--- src/rtl/flash_exerciser_pkg.sv ---
// Shared encodings for the SPI flash traffic exerciser.
package flash_exerciser_pkg;

  typedef enum logic [1:0] {
    MODE_WV     = 2'd0,
    MODE_VERIFY = 2'd1,
    MODE_WRITE  = 2'd2,
    MODE_RSVD   = 2'd3
  } mode_t;

  typedef enum logic [1:0] {
    PAT_ADDR  = 2'd0,
    PAT_LFSR  = 2'd1,
    PAT_CONST = 2'd2,
    PAT_NADDR = 2'd3
  } pattern_sel_t;

  typedef enum logic [3:0] {
    ST_IDLE = 4'd0,
    ST_WR   = 4'd1,
    ST_RD   = 4'd2,
    ST_CHK  = 4'd3,
    ST_DONE = 4'd4
  } state_t;

  // Galois taps for x^32 + x^22 + x^2 + x + 1 (left-shifting form)
  localparam logic [31:0] LFSR_POLY = 32'h0040_0007;

endpackage

--- src/rtl/flash_pattern_gen.sv ---
// Data pattern generator shared by the write and verify phases.
module flash_pattern_gen
  import flash_exerciser_pkg::*;
#(
  parameter int unsigned ADDR_W = 24,
  parameter int unsigned DATA_W = 32
) (
  input  logic              clk,
  input  logic              reset,
  input  logic              load,
  input  logic              rewind,
  input  logic              step,
  input  logic [1:0]        sel,
  input  logic [DATA_W-1:0] seed,
  input  logic [ADDR_W-1:0] addr,
  output logic [DATA_W-1:0] data
);

  localparam logic [DATA_W-1:0] POLY = DATA_W'(LFSR_POLY);

  pattern_sel_t      sel_q;
  logic [DATA_W-1:0] seed_q;
  logic [DATA_W-1:0] lfsr_q;

  // An all-zero LFSR would lock up, so a zero seed starts from 1
  function automatic logic [DATA_W-1:0] nonzero(input logic [DATA_W-1:0] s);
    return (s == '0) ? DATA_W'(1) : s;
  endfunction

  // Seed/selection capture and one LFSR step per word
  always_ff @(posedge clk) begin
    if (reset) begin
      sel_q  <= PAT_ADDR;
      seed_q <= '0;
      lfsr_q <= DATA_W'(1);
    end else if (load) begin
      sel_q  <= pattern_sel_t'(sel);
      seed_q <= seed;
      lfsr_q <= nonzero(seed);
    end else if (rewind) begin
      lfsr_q <= nonzero(seed_q);
    end else if (step) begin
      lfsr_q <= {lfsr_q[DATA_W-2:0], 1'b0} ^ (lfsr_q[DATA_W-1] ? POLY : '0);
    end
  end

  // Pattern word for the current address
  always_comb begin
    data = DATA_W'(addr);
    case (sel_q)
      PAT_LFSR:  data = lfsr_q;
      PAT_CONST: data = seed_q;
      PAT_NADDR: data = ~DATA_W'(addr);
      default:   data = DATA_W'(addr);
    endcase
  end

endmodule

--- src/rtl/flash_exerciser.sv ---
// Self-checking write/read-back traffic generator for the SPI flash request port.
module flash_exerciser
  import flash_exerciser_pkg::*;
#(
  parameter int unsigned ADDR_W      = 24,
  parameter int unsigned DATA_W      = 32,
  parameter int unsigned NUM_WORDS   = 1024,
  parameter int unsigned BASE_ADDR   = 0,
  parameter int unsigned TIMEOUT_CYC = 2**20,
  parameter int unsigned ERR_W       = 16
) (
  input  logic              clk,
  input  logic              reset,
  input  logic              start,
  input  logic              abort,
  input  logic [1:0]        mode,
  input  logic [1:0]        pattern_sel,
  input  logic [DATA_W-1:0] seed,
  output logic              busy,
  output logic              done,
  output logic              pass,
  output logic              timeout,
  output logic [ERR_W-1:0]  err_count,
  output logic [ADDR_W-1:0] first_err_addr,
  output logic [DATA_W-1:0] first_err_got,
  output logic [DATA_W-1:0] first_err_exp,
  output logic [3:0]        state_code,
  output logic              flash_en,
  output logic              flash_write,
  output logic [ADDR_W-1:0] flash_addr,
  output logic [DATA_W-1:0] flash_data_in,
  input  logic [DATA_W-1:0] flash_data_out,
  input  logic              flash_ready
);

  localparam int unsigned      IDX_W    = (NUM_WORDS > 1) ? $clog2(NUM_WORDS) : 1;
  localparam int unsigned      TO_W     = $clog2(TIMEOUT_CYC + 1);
  localparam logic [IDX_W-1:0] LAST_IDX = IDX_W'(NUM_WORDS - 1);
  localparam logic [TO_W-1:0]  TO_LAST  = TO_W'(TIMEOUT_CYC - 1);
  localparam logic [ERR_W-1:0] ERR_MAX  = '1;

  state_t            state;
  mode_t             mode_q;
  logic [IDX_W-1:0]  idx;
  logic [TO_W-1:0]   tcnt;
  logic              abort_pend;
  logic [DATA_W-1:0] rd_data;

  logic              gen_load;
  logic              gen_rewind;
  logic              gen_step;
  logic              ready_hit;
  logic              last_word;
  logic              stop_req;
  logic [ADDR_W-1:0] cur_addr;
  logic [DATA_W-1:0] pat;

  assign cur_addr   = (ADDR_W'(BASE_ADDR) + (ADDR_W'(idx) << 2)) & ~ADDR_W'(3);
  assign last_word  = (idx == LAST_IDX);
  assign stop_req   = abort_pend | abort;
  assign state_code = state;

  // Pattern generator sequencing: load on start, rewind for verify, step per word
  always_comb begin
    ready_hit  = flash_en && flash_ready && (state == ST_WR || state == ST_RD);
    gen_load   = (state == ST_IDLE) && start;
    gen_rewind = (state == ST_WR) && ready_hit && last_word;
    gen_step   = ((state == ST_WR) && ready_hit && !last_word) || (state == ST_CHK);
  end

  flash_pattern_gen #(
    .ADDR_W (ADDR_W),
    .DATA_W (DATA_W)
  ) u_pat (
    .clk    (clk),
    .reset  (reset),
    .load   (gen_load),
    .rewind (gen_rewind),
    .step   (gen_step),
    .sel    (pattern_sel),
    .seed   (seed),
    .addr   (cur_addr),
    .data   (pat)
  );

  // Run sequencer: request issue, completion/timeout handling, read-back check
  always_ff @(posedge clk) begin
    if (reset) begin
      state          <= ST_IDLE;
      mode_q         <= MODE_WV;
      idx            <= '0;
      tcnt           <= '0;
      abort_pend     <= 1'b0;
      rd_data        <= '0;
      busy           <= 1'b0;
      done           <= 1'b0;
      pass           <= 1'b0;
      timeout        <= 1'b0;
      err_count      <= '0;
      first_err_addr <= '0;
      first_err_got  <= '0;
      first_err_exp  <= '0;
      flash_en       <= 1'b0;
      flash_write    <= 1'b0;
      flash_addr     <= '0;
      flash_data_in  <= '0;
    end else begin
      done <= 1'b0;
      if (busy) abort_pend <= abort_pend | abort;
      case (state)
        ST_IDLE: begin
          if (start) begin
            err_count      <= '0;
            first_err_addr <= '0;
            first_err_got  <= '0;
            first_err_exp  <= '0;
            timeout        <= 1'b0;
            pass           <= 1'b0;
            idx            <= '0;
            abort_pend     <= abort;
            mode_q         <= mode_t'(mode);
            busy           <= 1'b1;
            state          <= (mode_t'(mode) == MODE_VERIFY) ? ST_RD : ST_WR;
          end
        end
        ST_WR, ST_RD: begin
          if (!flash_en) begin
            flash_en      <= 1'b1;
            flash_write   <= (state == ST_WR);
            flash_addr    <= cur_addr;
            flash_data_in <= (state == ST_WR) ? pat : '0;
            tcnt          <= '0;
          end else if (flash_ready) begin
            flash_en <= 1'b0;
            if (state == ST_RD) begin
              rd_data <= flash_data_out;
              state   <= ST_CHK;
            end else if (stop_req) begin
              state <= ST_DONE;
            end else if (last_word) begin
              idx   <= '0;
              state <= (mode_q == MODE_WRITE) ? ST_DONE : ST_RD;
            end else begin
              idx <= idx + IDX_W'(1);
            end
          end else if (tcnt == TO_LAST) begin
            flash_en <= 1'b0;
            timeout  <= 1'b1;
            state    <= ST_DONE;
          end else begin
            tcnt <= tcnt + TO_W'(1);
          end
        end
        ST_CHK: begin
          if (rd_data != pat) begin
            if (err_count == '0) begin
              first_err_addr <= cur_addr;
              first_err_got  <= rd_data;
              first_err_exp  <= pat;
            end
            if (err_count != ERR_MAX) err_count <= err_count + ERR_W'(1);
          end
          if (stop_req || last_word) begin
            state <= ST_DONE;
          end else begin
            idx   <= idx + IDX_W'(1);
            state <= ST_RD;
          end
        end
        ST_DONE: begin
          done       <= 1'b1;
          busy       <= 1'b0;
          pass       <= (err_count == '0) && !timeout && !abort_pend;
          abort_pend <= 1'b0;
          state      <= ST_IDLE;
        end
        default: state <= ST_IDLE;
      endcase
    end
  end

endmodule

--- config.mk ---
export PLATFORM = sky130hd
export DESIGN_NAME = flash_exerciser
export DESIGN_NICKNAME = d
export VERILOG_FILES = /design/src/rtl/flash_exerciser_pkg.sv /design/src/rtl/flash_pattern_gen.sv /design/src/rtl/flash_exerciser.sv
export SDC_FILE = /design/constraint.sdc
export NUM_CORES = 1
export LEC_CHECK = 0
export CORE_ASPECT_RATIO = 0.5
export CORE_MARGIN = 4
export CORE_UTILIZATION = 45
export DETAILED_ROUTE_END_ITERATION = 10
export GPL_ROUTABILITY_DRIVEN = 0
export PLACE_DENSITY = 0.75
export SETUP_SLACK_MARGIN = 0.1
export SLEW_MARGIN = 10
export SYNTH_ARGS = -nofsm -noshare
export SYNTH_HDL_FRONTEND = slang
export SYNTH_SLANG_ARGS = --single-unit
--- constraint.sdc ---
create_clock -name clk -period 7.4 [get_ports clk]
set_clock_uncertainty 0.1 [all_clocks]
set_input_delay 1.85 -clock clk [delete_from_list [all_inputs] [get_ports clk]]
set_output_delay 1.85 -clock clk [all_outputs]
set_load 0.05 [all_outputs]
==> impl_results.md <==
- Kind of critical path: reg -> reg
- CP startpoint kind: flop
- Multi-input gate area: about 6500 µm²
- Final #Nets: 1813
- Layout cells sized above 1: 0.05140
- Setup bufs post-CTS: 0
- Arr. time, crit path: just over 5 ns
- Leakage power: ~0.0053 µW
- Net Switching: between 1500 and 2000 µW
- Prevailing post-synth register cell: dfxtp_1
- Root Buffer: clkbuf_16
- Clock Sinks: between 200 and 300
- Yosys top cell area share: 0.4288
- Antenna viol nets, final: 0
- PnR worst setup slack: 2.654 ns
- Die area: roughly 31000 µm²
- Slowest stage delay, CP: 0.80 ns
- Async SR Flop Fraction: 0
- Internal: roughly 2800 µW
- Via density per instance: slightly below 6
- Worst slack after detailed placement: 2.558 ns
- Period Utilization, post-route: 0.6413
- Pwr/cell area: about 280 nW/µm²
- EDFF count, synth: 0
- Crit-path cells: buf_4 > inv_2 > o21ai_1 > a2111oi_1 > nand4_1 > nor4b_2 > nand3_2 > buf_4 > nand4_1 > a21oi_1
- Fin. Hold Viols: 0
- IO buf count: 213
- Sequential area share after synthesis: 0.4288
- Synthesized area: 12740 µm²
- Vias in the first global route: 11500
- Yosys warns: 0
- Worst-path maximum fanout: 44
- Mapped Cells: around 1600
- DP HPWL: roughly 29000 µm
- Post-synth top cells: dfxtp_1, nand2_1, a21oi_1
- Rel. slew slack: 0.3795
- Path type of the worst min-delay path: reg -> reg
- Clock period minus worst slack: approximately 4.7 ns
- Sw frac: 0.3691
- Total grt overflow: 0
- TritonCTS buffer count: 24
- RSZ-0062 raised after global routing: no
- Wire per inst: between 15 and 20 µm
- Maximum clock rate: between 0.2 and 0.25 GHz
- Sequential share of power: 0.414
- Distinct cell type count after synthesis: 69
- CTS H-tree depth: 1
- Max-Cap Viols: 0
- Largest net degree at the start of global routing: 65
- Hold buffer count at CTS: 0
- Initial Util: 0.4582
- Initial antenna violation count: 0
- Most common cell in the synthesized netlist: dfxtp_1
- CORE AREA: around 28000 µm²
- Clk slew on worst S/H paths: around 0.070 ns
- Starting DRT DRC Count: roughly 1400
- Post-Syn Area per Cell: roughly 7.9 µm²
- Slowest stage cell, crit path: nand3_2
- Io pins: 243
- First-pass GRT wire length: 64560 µm
- Worst vdd ir: 225.9 µV
- Synth area leaders: dfxtp_1, a21oi_1, nand2_1
- Vias: between 10000 and 15000
- Post-cts repair resize count: 0
- Critical path capture point type: flop
- Reg area: ~5500 µm²
- # fillers: ~2500
- CTS tree: built
- CTS max path bufs: 3
- WL final: 41310 µm
- Worst slew pin tran: just over 0.9 ns
- Worst skew pair latency: ~0.54 ns
- Clock Power Share: 0.305
- Register bit total from synthesis: between 200 and 300
- Die Ht: ~130 µm
- Final number of setup-violating endpoints: 0
- Post-route setup TNS: 0 ns
- # rows: 43
- DR pass1 iterations: 6
- Diodes inserted: 0
- Cell accounting for the most synthesized area: dfxtp_1
- Worst Path Required: a little under 8 ns
- Gate power share: 0.281
- Max Transition Viols Final: 0
- Total GRT Usage: 0.2516
- Die width: ~250 µm
- Status: finished clean
- # DRC: 0
- Area Growth Syn to Fin: 23.39%
kinds of logic (layout without fill, tap and decap cells):
family / Yosys count / in the layout / share of synthesized area
DFF: 273 / 273 / 0.4288
AOI/OAI and AO/OA: 487 / 487 / 0.2306
muxes: 15 / 15 / 0.01178
and+or+nand+nor: 602 / 602 / 0.2287
xor gates and xnor gates: 36 / 36 / 0.02474
adders and majority gates: 5 / 5 / 0.004713
buffers and inverters: 189 / 304 / 0.07029
other: 1 / 29 / 0.0002942
metal layers:
layer | GRT usage | wire [µm] | vias to the layer above | part of all wire
li1 | - | - | 6015 | -
met1 | 0.3450 | 17650 | 5951 | 0.43
met2 | 0.3908 | 18400 | 598 | 0.45
met3 | 0.06607 | 3923 | 98 | 0.095
met4 | 0.07931 | 1342 | 0 | 0.032
met5 | 0 | 0 | - | 0
worst paths after layout:
| check | startpoint | to | slack (ns) | cells after the start |
|---|---|---|---|---|
| worst max register to register | u_pat.sel_q[0] | first_err_exp[9] | 2.65 | 10 |
| worst min-delay path | flash_write | flash_write | 0.35 | 2 |
| worst max-delay path | u_pat.sel_q[0] | first_err_exp[9] | 2.65 | 10 |
| worst min register to register | flash_write | flash_write | 0.35 | 2 |
critical path, delay by kind of cell, from the launching register on:
family	cells	cell delay (ns)
buf+inv	3	1.21
compound gates	3	0.91
simple gates	4	1.79
flops	1	0.55
final cells by class:
class / count / share of cell area
Clock inverter: 8 / 0.009071
Clock buffer: 33 / 0.04424
Timing Repair Buffer: 235 / 0.1459
Inverter: 28 / 0.006684
Multi-Input combinational cell: 1174 / 0.4161
Sequential cell: 273 / 0.3476
Tap cell: 382 / 0.03039
flip-flops by register name (all words and copies together), names as in the netlist, 2 cells and up:
signal	cells
err_count	16
first_err_addr	10
first_err_exp	32
first_err_got	32
flash_addr	10
flash_data_in	32
idx	10
mode_q	2
rd_data	32
state_code	3
tcnt	21
u_pat.lfsr_q	32
u_pat.seed_q	32
u_pat.sel_q	2
stage by stage:
stage | instances | hold WS, ns | util | instance area [µm²] | power, µW
floorplan | 1636 | 0.3318 | - | 12850 | 2690
global placement | 2092 | 0.3364 | 0.5352 | 14890 | 3064
detailed placement | 2092 | 0.3438 | 0.5352 | 14890 | 3068
CTS | 2133 | 0.3537 | 0.5653 | 15730 | 4415
global route | 2133 | 0.3730 | 0.5653 | 15730 | 4641
finish | 2133 | 0.3472 | 0.5653 | 15730 | 4435
power by group through the flow:
stage	sequential (µW)	clock, µW	combinational, µW
3_5_place_dp	1850	0	1220
2_1_floorplan	1800	0	886
4_1_cts	1820	1370	1220
6_report	1840	1350	1240
3_3_place_gp	1860	0	1210
5_1_grt	1850	1440	1360
cells in the final DEF (no fill, tap or decap), drive strengths merged, types with 29 or more instances in the layout:
| cell type | n |
|---|---|
| nand4 | 86 |
| a21oi | 180 |
| clkdlybuf4s50 | 212 |
| nand2 | 228 |
| nor2 | 110 |
| nand3 | 31 |
| o21ai | 140 |
| conb | 29 |
| clkbuf | 33 |
| dfxtp | 273 |
| nor4 | 33 |
(Power assumes the default switching activity.)
